[src/rtl/dmem_access_ctrl_pkg.sv]
// Shared types and constants for the data-memory access controller.
// The default word count is shared with the data memory model.
package dmem_access_ctrl_pkg;

  typedef enum logic [2:0] {
    IDLE,
    SETUP,
    STROBE,
    CAPTURE,
    DONE
  } state_e;

  localparam logic PORT_CPU = 1'b0;
  localparam logic PORT_DBG = 1'b1;

  localparam int DMEM_WORDS = 1024;

endpackage

[src/rtl/dmem_access_ctrl_arb.sv]
// Two-port grant logic: round-robin with a pointer flop,
// or fixed priority to the CPU port.
module rr_arbiter2
  import dmem_access_ctrl_pkg::*;
#(
  parameter bit FIXED_PRIO = 1'b0
) (
  input  logic clk,
  input  logic rst_n,
  input  logic req0,
  input  logic req1,
  input  logic advance,
  output logic gnt0,
  output logic gnt1
);

  logic ptr;
  logic pick0;

  assign pick0 = FIXED_PRIO || (ptr == PORT_CPU);

  always_comb begin
    gnt0 = 1'b0;
    gnt1 = 1'b0;
    unique case (1'b1)
      (req0 && !req1): gnt0 = 1'b1;
      (!req0 && req1): gnt1 = 1'b1;
      (req0 && req1): begin
        gnt0 = pick0;
        gnt1 = !pick0;
      end
      default: ;
    endcase
  end

  // Pointer always favours the port that did not just win.
  always_ff @(posedge clk or negedge rst_n) begin
    if (!rst_n) begin
      ptr <= PORT_CPU;
    end else if (advance && (gnt0 || gnt1)) begin
      ptr <= gnt0 ? PORT_DBG : PORT_CPU;
    end
  end

endmodule

[src/rtl/dmem_access_ctrl.sv]
// Arbitrates the data memory between the CPU and debug ports and
// sequences stable-address read levels and one-cycle write strobes.
module dmem_access_ctrl
  import dmem_access_ctrl_pkg::*;
#(
  parameter int ADDR_W = 32,
  parameter int DATA_W = 32,
  parameter int MEM_WORDS = DMEM_WORDS,
  parameter bit FIXED_PRIO = 1'b0
) (
  input  logic              clk,
  input  logic              rst_n,
  input  logic              req0,
  input  logic              req1,
  input  logic              we0,
  input  logic              we1,
  input  logic [ADDR_W-1:0] addr0,
  input  logic [ADDR_W-1:0] addr1,
  input  logic [DATA_W-1:0] wdata0,
  input  logic [DATA_W-1:0] wdata1,
  output logic              ack0,
  output logic              ack1,
  output logic [DATA_W-1:0] rdata0,
  output logic [DATA_W-1:0] rdata1,
  output logic              err0,
  output logic              err1,
  output logic [ADDR_W-1:0] memAddr,
  output logic [DATA_W-1:0] memDataIn,
  output logic              memRead,
  output logic              memWrite,
  input  logic [DATA_W-1:0] memData,
  output logic              busy
);

  // One extra bit so the full address is compared without wrap.
  localparam logic [ADDR_W:0] LIMIT =
    (ADDR_W+1)'(MEM_WORDS);

  state_e state;
  logic   port;
  logic   we_q;
  logic   gnt0;
  logic   gnt1;
  logic   granted;

  logic              sel_we;
  logic [ADDR_W-1:0] sel_addr;
  logic [DATA_W-1:0] sel_wdata;
  logic              in_range;

  rr_arbiter2 #(
    .FIXED_PRIO(FIXED_PRIO)
  ) u_arb (
    .clk    (clk),
    .rst_n  (rst_n),
    .req0   (req0),
    .req1   (req1),
    .advance(state == IDLE),
    .gnt0   (gnt0),
    .gnt1   (gnt1)
  );

  assign granted   = gnt0 || gnt1;
  assign sel_we    = gnt1 ? we1 : we0;
  assign sel_addr  = gnt1 ? addr1 : addr0;
  assign sel_wdata = gnt1 ? wdata1 : wdata0;
  assign in_range  = {1'b0, sel_addr} < LIMIT;

  always_ff @(posedge clk or negedge rst_n) begin
    if (!rst_n) begin
      state     <= IDLE;
      port      <= PORT_CPU;
      we_q      <= 1'b0;
      memAddr   <= '0;
      memDataIn <= '0;
      memRead   <= 1'b0;
      memWrite  <= 1'b0;
      ack0      <= 1'b0;
      ack1      <= 1'b0;
      err0      <= 1'b0;
      err1      <= 1'b0;
      rdata0    <= '0;
      rdata1    <= '0;
      busy      <= 1'b0;
    end else begin
      ack0     <= 1'b0;
      ack1     <= 1'b0;
      err0     <= 1'b0;
      err1     <= 1'b0;
      memWrite <= 1'b0;
      unique case (state)
        IDLE: begin
          if (granted) begin
            port      <= gnt1;
            we_q      <= sel_we;
            memAddr   <= sel_addr;
            memDataIn <= sel_wdata;
            busy      <= 1'b1;
            if (in_range) begin
              state   <= SETUP;
              memRead <= !sel_we;
            end else begin
              // Rejected: ack with err, memory untouched.
              state <= DONE;
              ack0  <= gnt0;
              ack1  <= gnt1;
              err0  <= gnt0;
              err1  <= gnt1;
            end
          end
        end
        SETUP: begin
          if (we_q) begin
            state    <= STROBE;
            memWrite <= 1'b1;
          end else begin
            state <= CAPTURE;
          end
        end
        STROBE: begin
          state <= DONE;
          ack0  <= (port == PORT_CPU);
          ack1  <= (port == PORT_DBG);
        end
        CAPTURE: begin
          state   <= DONE;
          memRead <= 1'b0;
          ack0    <= (port == PORT_CPU);
          ack1    <= (port == PORT_DBG);
          if (port == PORT_DBG) begin
            rdata1 <= memData;
          end else begin
            rdata0 <= memData;
          end
        end
        DONE: begin
          state <= IDLE;
          busy  <= 1'b0;
        end
        default: begin
          state   <= IDLE;
          busy    <= 1'b0;
          memRead <= 1'b0;
        end
      endcase
    end
  end

endmodule

[config.mk]
export PLATFORM = sky130hd
export DESIGN_NAME = dmem_access_ctrl
export DESIGN_NICKNAME = d
export VERILOG_FILES = /design/src/rtl/dmem_access_ctrl_pkg.sv /design/src/rtl/dmem_access_ctrl_arb.sv /design/src/rtl/dmem_access_ctrl.sv
export SDC_FILE = /design/constraint.sdc
export NUM_CORES = 1
export LEC_CHECK = 0
export CAP_MARGIN = 25
export CORE_UTILIZATION = 30
export CTS_CLUSTER_DIAMETER = 30
export DETAILED_ROUTE_END_ITERATION = 10
export HOLD_SLACK_MARGIN = 0.06
export PLACE_DENSITY = 0.69
export SKIP_LAST_GASP = 1
export SLEW_MARGIN = 20
export SYNTH_ARGS = -nofsm -noshare
export SYNTH_HDL_FRONTEND = slang
export SYNTH_HIERARCHICAL = 1
export SYNTH_SLANG_ARGS = --single-unit
export TNS_END_PERCENT = 50
[constraint.sdc]
create_clock -name clk -period 2.6 [get_ports clk]
set_clock_uncertainty 0.2 [all_clocks]
set_input_delay 0.52 -clock clk [delete_from_list [all_inputs] [get_ports clk]]
set_output_delay 0.52 -clock clk [all_outputs]
set_load 0.05 [all_outputs]
==> results of run 1 <==
-- placed cells by master (no fill, tap or decap), types with 2 or more instances in the layout --
cell             instances
clkdlybuf4s50_1        299
dfrtp_1                141
nor2_1                  68
a21oi_1                 67
mux2_2                  65
mux2i_1                 65
clkbuf_16               17
buf_4                   13
buf_12                  13
nand2_1                  9
nor4_1                   8
clkinvlp_4               5
clkinv_2                 4
inv_1                    3
nor3_1                   2
a21o_1                   2
o21ai_0                  2
clkinv_4                 2
bufinv_16                2
-- kinds of logic (layout without fill, tap and decap cells) --
family / after synthesis / after routing
AND/OR/NAND/NOR: 98 / 98
multiplexers: 130 / 130
buffers and inverters: 33 / 362
flip-flops: 141 / 141
AO/OA/AOI/OAI: 79 / 79
-- what timing repair did --
item,CTS,global route
hold buffers,1,0
setup endpoints to repair,0,0
endpoints found under the hold margin,44,0
-- stage by stage --
step	setup TNS, ps	worst slack (ps)
finish	0	266.8
CTS	0	235.4
detailed placement	-641.4	-135.0
global placement	-283.4	-83.06
floorplan	0	449.3
global route	0	153.9
-- flip-flops by register name, indices dropped and copies added, names as in the netlist --
| signal | count |
|---|---|
| port | 1 |
| rdata0 | 32 |
| u_arb/ptr | 1 |
| memDataIn | 32 |
| busy | 1 |
| rdata1 | 32 |
| state | 3 |
| ack1 | 1 |
| we_q | 1 |
| memAddr | 32 |
| err0 | 1 |
| err1 | 1 |
| ack0 | 1 |
| memWrite | 1 |
| memRead | 1 |
-- where the power goes --
group	switching [mW]	leakage, nW	internal, mW
logic	2.96	2.34	1.69
registers	0.306	1.69	2.75
clock network	0.956	0.274	1.44
total	4.22	4.30	5.88
-- how the worst max path moves through the flow --
stage	cells past startpoint	to	startpoint	slack [ps]
after floorplan	7	state[0]	req1	450
after global placement	7	state[0]	addr1[18]	-80
after detailed placement	7	state[0]	req1	-140
after CTS	1	memDataIn[25]	memDataIn[25]	240
after global routing	7	state[0]	addr0[18]	150
final	1	memRead	memRead	270
-- per-layer routing --
metal  track usage  vias to the layer above  wire (microns)
li1              -                     2336               -
met1        0.2012                     2332            7112
met2        0.2886                      183            8492
met3       0.06564                       18            1642
met4       0.05431                        0             275
met5             0                        -               0
-- worst reg2reg max path, stage by stage (launching register included) --
cell	delay, ps
dfrtp_1	380
inv_1	100
a21boi_4	250
nor4b_2	250
nand4_1	170
a221oi_4	370
a22oi_2	130
a211oi_2	200
-- area by class of cell --
class / count / area share
clock buffer: 18 / 0.04330
clock inverter: 14 / 0.01419
inverter: 3 / 0.001110
multi-input combinational: 307 / 0.2284
sequential: 141 / 0.3478
tap: 265 / 0.03269
timing repair buffer: 327 / 0.3324
==> flow_summary.json, run 1 <==
{
  "register_area_sq_mm": 0.003528,
  "rr_endpoint": "state[0]",
  "synth_top_area_share": 0.5890,
  "critical_path.max_fanout": 2,
  "dp.cells": 1042,
  "slowest_delay_ps": 850,
  "synth_xor_area_frac": 0,
  "outcome": "finished, final reports clean",
  "worstHoldStart": "busy",
  "grt_max_degree": 50,
  "ctsResizeCount": 0,
  "synth_edf_count": 0,
  "slew_viol_final": 0,
  "worstHoldEndpoint": "busy",
  "routedWlPerCell_microns": 16.30,
  "hold_violations": 0,
  "synth_top_family_by_area": "multiplexers",
  "grt_pass1_wl_mm": 26.59,
  "relSlewSlack": 0.6174,
  "htreeDepth": 4,
  "end_kind": "output port",
  "cp.buffers_inverters": 1,
  "synthTopCellsByCount": "dfrtp_1, nor2_1, a21oi_1",
  "crit_required_ps": 1880,
  "num_vias": 4869,
  "synthFlopType": "dfrtp_1",
  "synth.area.mux_share": 0.2308,
  "via_per_inst": 4.529,
  "rrSetupSlack_ps": 460,
  "criticalPathCategory": "flip-flop to output port",
  "path_cells": "clkdlybuf4s50_1",
  "start_util": 0.3068,
  "syn_nets": 647,
  "cts_sinks": 141,
  "instances_no_fill": 1075,
  "whs_ps": 281.6,
  "cts_tree": "yes",
  "synth_most_common_cell": "dfrtp_1",
  "fillers": 1751,
  "max_slew.worst_pin.slew_ps": 572.2,
  "grt_pass1_vias": 4949,
  "ant_nets": 0,
  "drive_gt1_frac": 0.1667,
  "multiInputGateArea_sq_mm": 0.002317,
  "synth_cell_types": 32,
  "powerDensity_mw_per_mm2": 995.8,
  "critPathSlowestCell": "clkdlybuf4s50_1",
  "startpoint_type": "flip-flop",
  "core_area_sq_mm": 0.01953,
  "die-area_sq_mm": 0.02054,
  "synthTopCellsByArea": "dfrtp_1, mux2_2, mux2i_1",
  "remaining_drc_errors": 0,
  "routed_wirelength_mm": 17.52,
  "reg2reg_depth": 7,
  "place_area_sq_mm": 0.009550,
  "grt_setup_unrepaired": "no",
  "ys_async_sr_fraction": 1.000,
  "finalCriticalPeriod_ps": 2333,
  "synth.largest_area_cell": "dfrtp_1",
  "antenna_cells": 0,
  "power_mw": 10.10,
  "clk_latency_ps": 410,
  "r2r_start": "u_arb/ptr",
  "antenna_found_initial": 0,
  "syn_inst": 481,
  "track_usage": 0.1715,
  "postLayoutCoreUtil": 0.5195,
  "stdcell_area_sq_mm": 0.01014,
  "top_level_ports": 301,
  "synth-adder-area-share": 0,
  "cts_root_buf": "clkbuf_16",
  "cts.clk_slew.worst_paths_ps": 60,
  "setup_viol": 0,
  "area_growth_pct": 69.32,
  "cts_inserted_buffers": 17,
  "synth-simple-area-share": 0.07602,
  "die_w_microns": 143.3,
  "yosys_register_bits": 141,
  "fin_crit_sh": 0.8974,
  "nNetsFinal": 963,
  "seq_area_frac_synth": 0.5890,
  "vdd_drop_max_v": 0.0004593,
  "maxCapViolations": 0,
  "p_leak_nw": 4.296,
  "fp.dieH_microns": 143.3,
  "holdPathStages": 1,
  "cts_setup_buffers": 0,
  "place.gp.congestion": 0.8563,
  "rows": 51,
  "cp.arrival_ps": 1610,
  "avgSynthCellArea_sq_um": 12.45,
  "firstDrtPassIters": 4,
  "critPathTopFamily": "buffers and inverters",
  "portBuffers": 300,
  "synth_compound_area_frac": 0.07477,
  "place_hpwl_mm": 13.25,
  "hp-class": "flip-flop to flip-flop",
  "drtIter0Drc": 123,
  "fmax_mhz": 428.6,
  "grt_overflow": 0,
  "ys_warn_count": 6,
  "clockBufferDepth": 2,
  "syn_area_sq_mm": 0.005991
}
Note: power is estimated with default switching activity, not from simulation.
==> inputs of run 2 (changes only) <==
--- a/config.mk
+++ b/config.mk
@@ -6,11 +6,12 @@
 export NUM_CORES = 1
 export LEC_CHECK = 0
 export CAP_MARGIN = 25
-export CORE_UTILIZATION = 30
+export CORE_MARGIN = 2
+export CORE_UTILIZATION = 40
 export CTS_CLUSTER_DIAMETER = 30
 export DETAILED_ROUTE_END_ITERATION = 10
 export HOLD_SLACK_MARGIN = 0.06
-export PLACE_DENSITY = 0.69
+export PLACE_DENSITY = 0.86
 export SKIP_LAST_GASP = 1
 export SLEW_MARGIN = 20
 export SYNTH_ARGS = -nofsm -noshare
==> run 2 against run 1 <==
Critical path depth did not move. Clock power is 5% lower. Sequential cell count stayed put. Hold slack gained 11 ps. Die area is 22% lower. First-iteration DRC count increased by 89%. Sequential share of layout area grew 0.83 points. Non-clock buffer count is 2 lower. Highest routed layer unchanged. Cell area is 2.3% lower. Cell count decreased by 7.8%. Largest cell class unchanged. Critical path type unchanged.
==> flow_summary.json, run 2 (synthesis results as in run 1) <==
{
  "grt_pass1_wl_mm": 27.97,
  "place_area_sq_mm": 0.009346,
  "remaining_drc_errors": 0,
  "criticalPathCategory": "flip-flop to output port",
  "rrSetupSlack_ps": 490,
  "cp.arrival_ps": 1600,
  "antenna_found_initial": 0,
  "cp.buffers_inverters": 1,
  "fp.dieH_microns": 126.4,
  "firstDrtPassIters": 4,
  "htreeDepth": 4,
  "portBuffers": 300,
  "cp.depth": 1,
  "relSlewSlack": 0.6094,
  "reg2reg_depth": 9,
  "num_vias": 4980,
  "start_util": 0.4106,
  "maxCapViolations": 0,
  "slew_viol_final": 0,
  "clockBufferDepth": 2,
  "power_frac_comb": 0.462,
  "fin_crit_sh": 0.8925,
  "worstSetupEndpoint": "memAddr[31]",
  "powerDensity_mw_per_mm2": 1003,
  "place_hpwl_mm": 13.55,
  "stdcell_area_sq_mm": 0.009907,
  "swShare": 0.4156,
  "p_int_mw": 5.806,
  "nNetsFinal": 961,
  "antenna_cells": 0,
  "die_w_microns": 126.4,
  "p_switching_mw": 4.129,
  "top_level_ports": 301,
  "rr_endpoint": "memDataIn[7]",
  "startpoint_type": "flip-flop",
  "crit_required_ps": 1880,
  "p_leak_nw": 4.255,
  "clk_latency_ps": 410,
  "drtIter0Drc": 232,
  "ctsResizeCount": 0,
  "end_kind": "output port",
  "area_growth_pct": 65.37,
  "die-area_sq_mm": 0.01597,
  "holdPathStages": 1,
  "grt_max_degree": 68,
  "cts_sinks": 141,
  "cts.clk_slew.worst_paths_ps": 50,
  "grt_pass1_vias": 5356,
  "via_per_inst": 5.025,
  "pwr-share-clk": 0.228,
  "core_area_sq_mm": 0.01459,
  "fmax_mhz": 431.0,
  "path_cells": "clkdlybuf4s50_1",
  "critPathSlowestCell": "clkdlybuf4s50_1",
  "grt_overflow": 0,
  "place.gp.congestion": 1.017,
  "routedWlPerCell_microns": 17.57,
  "hold_violations": 0,
  "fin_ws_ps": 279.6,
  "r2r_start": "u_arb/ptr",
  "finalCriticalPeriod_ps": 2320,
  "track_usage": 0.2220,
  "place_ws_ps": -99.56,
  "vdd_drop_max_v": 0.0005894,
  "cts_tree": "yes",
  "ant_nets": 0,
  "grt_setup_unrepaired": "no",
  "final_cell_mix": "clkdlybuf4s50_1, dfrtp_1, nor2_1",
  "routed_wirelength_mm": 17.41,
  "outcome": "finished, final reports clean",
  "slowest_delay_ps": 850,
  "critical_path.max_fanout": 2,
  "postLayoutCoreUtil": 0.6791,
  "layout_commonest_cell": "clkdlybuf4s50_1",
  "max_slew.worst_pin.slew_ps": 584.1,
  "setup_viol": 0,
  "cts_setup_buffers": 0,
  "cts_root_buf": "clkbuf_16",
  "rows": 44,
  "setup.worst_path.start": "memAddr[31]",
  "drive_gt1_frac": 0.1574,
  "pwr-share-seq": 0.310,
  "cts_inserted_buffers": 17,
  "critPathTopFamily": "buffers and inverters",
  "hp-class": "flip-flop to flip-flop"
}
run 2: changes by cell type in the layout (fill, tap and decap cells not counted):
cell / before / now
buf_12: 13 / 6
buf_4: 13 / 18
clkbuf_1: 0 / 5
clkinv_2: 4 / 5
clkinv_4: 2 / 0
clkinvlp_4: 5 / 1
inv_6: 1 / 0
run 2: what timing repair did:
item                                   CTS  global route
setup endpoints to repair                0             0
endpoints found under the hold margin   24             0
hold buffers                             1             0
run 2: worst min-delay path by stage:
stage                               to  slack, ps   from
final                             busy        290   busy
after global routing              busy        310   busy
after CTS                         busy        290   busy
after detailed placement  memDataIn[1]        210  rst_n
after global placement    memDataIn[1]        210  rst_n
after floorplan                   ack0         20  rst_n
run 2: final cells by class:
cell class | count | area, sq um
inverter | 3 | 11.26
fill | 1023 | 4682
multi-input combinational | 307 | 2317
timing repair buffer | 325 | 3269
tap | 184 | 230.2
clock inverter | 8 | 92.59
clock buffer | 23 | 457.9
sequential | 141 | 3528
run 2: power groups by stage:
stage	clock network (mW)	logic (mW)	registers, mW
floorplan	0	0.956	4.95
global placement	0	4.52	3.09
detailed placement	0	4.61	3.12
CTS	2.32	4.62	3.08
global route	2.43	4.81	3.15
finish	2.27	4.59	3.08
run 2: layer usage:
layer  vias up  share of wire  global-route usage
met5         -              0                   0
met4         0          0.035             0.09567
met3        49          0.077             0.07001
met2       222           0.51              0.3923
met1      2377           0.38              0.2460
li1       2332              -                   -
run 2: through the flow:
stage	std cells	TNS (ps)	power [mW]	hold WS, ps
2_1_floorplan	481	0	5.909	24.41
3_3_place_gp	959	-70.37	7.605	206.6
3_5_place_dp	959	-1440	7.722	208.3
4_1_cts	991	0	10.02	293.3
5_1_grt	991	0	10.39	313.4
6_report	991	0	9.935	292.5
